### src/rtl/reg_wb_arbiter.sv
// Write-back arbiter and hazard scoreboard for the register file's single write port.
// Optional operand forwarding from the write slot is enabled by defining REGWB_FORWARD_EN.
module reg_wb_arbiter #(
  parameter int DATA_W   = 8,
  parameter int ADDR_W   = 3,
  parameter int FIX_PRIO = 0
) (
  input  logic              CLK,
  input  logic              RESET,
  input  logic              BUSYWAIT,
  input  logic              A_VALID,
  input  logic [ADDR_W-1:0] A_ADDR,
  input  logic [DATA_W-1:0] A_DATA,
  output logic              A_READY,
  input  logic              M_VALID,
  input  logic [ADDR_W-1:0] M_ADDR,
  input  logic [DATA_W-1:0] M_DATA,
  output logic              M_READY,
  input  logic              ISSUE_VALID,
  input  logic [ADDR_W-1:0] ISSUE_ADDR,
  input  logic              RD_EN1,
  input  logic              RD_EN2,
  input  logic [ADDR_W-1:0] RD_ADDR1,
  input  logic [ADDR_W-1:0] RD_ADDR2,
  output logic              STALL,
  output logic              WRITEEN,
  output logic [ADDR_W-1:0] INADDR,
  output logic [DATA_W-1:0] IN,
  output logic              FWD1,
  output logic              FWD2,
  output logic [DATA_W-1:0] FWD_DATA
);

  localparam int DEPTH = 1 << ADDR_W;

  typedef enum logic {SRC_A = 1'b0, SRC_M = 1'b1} src_e;

  src_e              last_q, last_d;
  logic              writeen_q, writeen_d;
  logic [ADDR_W-1:0] inaddr_q, inaddr_d;
  logic [DATA_W-1:0] in_q, in_d;
  logic [DEPTH-1:0]  pend_q, pend_d;

  logic consume;
  logic grant_a, grant_m;
  logic issue_acc;
  logic fwd1, fwd2;
  logic [DATA_W-1:0] fwd_data;

  // The slot drains whenever the register file is not stalled, so with
  // BUSYWAIT low the slot is always free to take a new grant.
  assign consume = writeen_q & ~BUSYWAIT;

  // Handshake: a source holds VALID/ADDR/DATA stable until it sees READY high;
  // the transfer happens at the rising edge where VALID and READY are both 1.
  always_comb begin
    grant_a = 1'b0;
    grant_m = 1'b0;
    if (!BUSYWAIT) begin
      if (A_VALID && !M_VALID) begin
        grant_a = 1'b1;
      end else if (M_VALID && !A_VALID) begin
        grant_m = 1'b1;
      end else if (A_VALID && M_VALID) begin
        if (FIX_PRIO != 0) begin
          grant_m = 1'b1;
        end else if (last_q == SRC_M) begin
          grant_a = 1'b1;
        end else begin
          grant_m = 1'b1;
        end
      end
    end
  end

  assign A_READY = grant_a;
  assign M_READY = grant_m;

`ifdef REGWB_FORWARD_EN
  assign fwd1     = writeen_q & RD_EN1 & (RD_ADDR1 == inaddr_q);
  assign fwd2     = writeen_q & RD_EN2 & (RD_ADDR2 == inaddr_q);
  assign fwd_data = in_q;
`else
  assign fwd1     = 1'b0;
  assign fwd2     = 1'b0;
  assign fwd_data = '0;
`endif

  // A forwarded operand no longer needs to wait; the issue term always does.
  assign STALL = (RD_EN1 & pend_q[RD_ADDR1] & ~fwd1)
               | (RD_EN2 & pend_q[RD_ADDR2] & ~fwd2)
               | (ISSUE_VALID & pend_q[ISSUE_ADDR]);

  assign issue_acc = ISSUE_VALID & ~STALL & ~BUSYWAIT;

  always_comb begin
    writeen_d = writeen_q;
    inaddr_d  = inaddr_q;
    in_d      = in_q;
    last_d    = last_q;
    if (grant_a) begin
      writeen_d = 1'b1;
      inaddr_d  = A_ADDR;
      in_d      = A_DATA;
      last_d    = SRC_A;
    end else if (grant_m) begin
      writeen_d = 1'b1;
      inaddr_d  = M_ADDR;
      in_d      = M_DATA;
      last_d    = SRC_M;
    end else if (consume) begin
      writeen_d = 1'b0;
    end
  end

  // Set is applied after clear so a same-edge issue to the retiring register wins.
  always_comb begin
    pend_d = pend_q;
    if (consume) pend_d[inaddr_q] = 1'b0;
    if (issue_acc) pend_d[ISSUE_ADDR] = 1'b1;
  end

  always_ff @(posedge CLK or posedge RESET) begin
    if (RESET) begin
      writeen_q <= 1'b0;
      inaddr_q  <= '0;
      in_q      <= '0;
      last_q    <= SRC_M;
      pend_q    <= '0;
    end else begin
      writeen_q <= writeen_d;
      inaddr_q  <= inaddr_d;
      in_q      <= in_d;
      last_q    <= last_d;
      pend_q    <= pend_d;
    end
  end

  assign WRITEEN  = writeen_q;
  assign INADDR   = inaddr_q;
  assign IN       = in_q;
  assign FWD1     = fwd1;
  assign FWD2     = fwd2;
  assign FWD_DATA = fwd_data;

endmodule
### config.mk
export PLATFORM = sky130hd
export DESIGN_NAME = reg_wb_arbiter
export DESIGN_NICKNAME = d
export VERILOG_FILES = /design/src/rtl/reg_wb_arbiter.sv
export SDC_FILE = /design/constraint.sdc
export NUM_CORES = 1
export LEC_CHECK = 0
export ABC_AREA = 1
export CORE_ASPECT_RATIO = 1.25
export CORE_MARGIN = 5
export CORE_UTILIZATION = 44
export CTS_CLUSTER_SIZE = 14
export DETAILED_ROUTE_END_ITERATION = 8
export PLACE_DENSITY = 0.89
export SLEW_MARGIN = 25
export SYNTH_ARGS = -nofsm -noshare
export SYNTH_HDL_FRONTEND = slang
export SYNTH_SLANG_ARGS = --single-unit
### constraint.sdc
create_clock -name CLK -period 2.85 [get_ports CLK]
set_input_delay 0.57 -clock CLK [delete_from_list [all_inputs] [get_ports CLK]]
set_output_delay 0.57 -clock CLK [all_outputs]
set_load 0.1 [all_outputs]
==> metrics <==
status=finished, final reports clean; Hold WS=0.511 ns; hpwl dp=2860 microns; Reg power frac=34.5%; core area=0.00300 sq mm; Inst Count DP=290; Mean Syn Cell Area=6.75 sq um; DRT iter0 DRCs=66; Arrival @ worst endpoint=around 2.0 ns; Critical Path RT=2.28 ns; sum of negative setup slack=0 ns; Synth Register Bits=21; Critical Path End Type=output port; Initial Util=46.5%; commonest non-fill, non-tap cell in the layout=nand2_1; Max transition margin=47.5%; Crit Path Max Fanout=9; Clock power frac=11.4%; crit-path cells=clkdlybuf4s50_1 > inv_1 > nand2_1 > nand2_1 > nand2_1 > nand2_2 > nand2_4 > nand2_1 > buf_12; startpoint type of the worst setup path=input pin; number of top-level pins=64; Reg2Reg Depth=4; IO buf count=53; Final Net Count=298; switching share of total power=50.1%; die footprint=0.00441 sq mm; First-pass DRT Iterations=4; worst setup slack after layout=0.286 ns; Vias/cell=5.01; cell depth of the worst hold path=2; layout cell share with drive strength beyond 1=12.4%; number of remaining DRC errors=0; Routed Antenna Nets=0; Post-Place Worst Slack=0.146 ns; Buf/Inv on CP=3; dpl cell area=0.00190 sq mm; Lkg Pwr=approximately 0.97 nW; filler instances=277; die width=about 60 microns; family with the most delay on the worst path=buffers and inverters; Worst Tran Pin Value=slightly below 0.8 ns; post-synthesis sequential area ratio=37.7%; fin crit period=2.56 ns; die outline height=between 70 and 80 microns; routability cong.=about 0.82; Netlist Area Pre-Place=0.00140 sq mm; n_diodes=0; Synth-to-Final Area Change=38.1%; Crit-path slowest cell=clkdlybuf4s50_1; Hold Vio Cnt, Final=0; Row Count=22; H-tree levels=1; Gate Count Post-Synth=207; design area=0.00193 sq mm; f_max=390 MHz; Longest Clk Path Bufs=2; Synth area leader=dfrtp_1; Slew Limit Fails=0; Post-CTS Setup Inserts=0; Setup Skew=0.00107 ns; detailed-route via count=~1.5k; clk slew on worst S/H paths=approximately 0.11 ns; antenna violations before repair=0; PD cells=619 mW/mm^2; Inserted Clock Buffers=3; Yosys top cell area share=between 30% and 40%; first-pass GRT wire length=5740 microns; most frequent cells in the layout=65 x nand2_1, 37 x clkdlybuf4s50_1, 22 x inv_1, 20 x dfrtp_1, 15 x nor2_1; RSZ-0062 raised after global routing=no; Stages on worst setup path=9; DR WL/cell=11.7 microns; Post-Layout Cell Count=294; Synth area leaders=dfrtp_1 36%, nand2_1 17%, inv_1 5.9%; total track usage=between 10% and 20%; total routed wirelength=3430 microns; TritonCTS Sinks=21; number of global-route vias before repair=1,440; max incr delay on CP=0.61 ns; Comb pwr share=a little over half; switching pwr=approximately 600 uW; grt ovf=0; warnings from Yosys=0; Pint=596 uW; Root Buffer=clkbuf_4; largest net degree at the start of global routing=24; Min-Delay Path Class=register to register; kind of critical path=input pin to output port; setup violators final=0; Final period util=90.0%; worst ir drop on vdd=around 430 uV; max cap viols=0; CTS tree=yes; synth unique cells=22; clock latency at the later pin of the worst-skew pair=around 0.29 ns; most frequent CP cell=nand2_1
-- path summary, 6_finish.rpt --
path	from	to	slack, ns
setup / recovery	ISSUE_ADDR[1]	STALL	0.29
hold / removal	last_q	last_q	0.51
setup reg to reg	last_q	IN[4]	1.53
hold reg to reg	last_q	last_q	0.51
max in group asynchronous	RESET	pend_q[7]	1.65
min in group asynchronous	RESET	IN[4]	0.71
-- worst min-delay path: cells and delay by family, from the launching register on --
family / cells / cell delay [ns]
buffers and inverters: 1 / 0.06
DFF: 1 / 0.39
AOI/OAI and AO/OA: 1 / 0.07
-- area by class of cell --
class | count | area (sq um) | share of cell area, %
flip-flops and latches | 21 | 527 | 27.3
repair buffers | 53 | 533 | 27.6
well taps | 36 | 45.0 | 2.34
inverters | 29 | 110 | 5.71
multi-input cells | 151 | 687 | 35.6
clock buffers | 4 | 26.3 | 1.36
-- power groups by stage --
stage	Combinational (mW)	Clock, mW	Sequential, mW
2_1_floorplan	0.307	0	0.589
3_3_place_gp	0.641	0	0.415
4_1_cts	0.648	0.145	0.411
5_1_grt	0.695	0.164	0.420
3_5_place_dp	0.647	0	0.417
6_report	0.645	0.136	0.412
-- metrics by stage --
stage / total power [mW] / util, %
final: 1.19 / 64.3
after global routing: 1.28 / 64.3
after CTS: 1.20 / 64.2
after detailed placement: 1.06 / 63.3
after global placement: 1.06 / 63.3
after floorplan: 0.896 / -
-- cell usage after synthesis, drive strengths merged --
library cell / number
dfrtp: 20
conb: 1
nand2: 68
nand4: 8
inv: 28
nand3b: 1
nor2: 16
buf: 15
clkinv: 1
a31oi: 11
o21ai: 16
dfstp: 1
nor3: 8
nand3: 13
-- per-layer routing --
layer | GRT usage [%] | part of all wire [%] | up-vias
met3 | 5.84 | 11 | 4
met2 | 31.4 | 51 | 54
met1 | 16.8 | 37 | 664
met5 | 0 | 0 | -
li1 | - | - | 751
met4 | 7.14 | 1.3 | 0
-- repair_timing --
action | 4_1_cts | 5_1_grt
endpoints found under the setup margin | 0 | 1
gates resized for setup | 0 | 1
hold buffers | 0 | 0
-- cell families (layout without fill, tap and decap cells) --
family                 Yosys count  after routing  share of synthesized area [%]
and+or+nand+nor                114            114                           35.3
buffers and inverters           44             86                           15.5
AOI/OAI and AO/OA               27             27                           11.2
DFF                             21             21                           37.7
other                            1             10                          0.269
-- flip-flops by register name (all words and copies together) (netlist names) --
| name | cells |
|---|---|
| IN | 8 |
| WRITEEN | 1 |
| last_q | 1 |
| pend_q | 8 |
| INADDR | 3 |
Note: power is estimated with default switching activity, not from simulation.
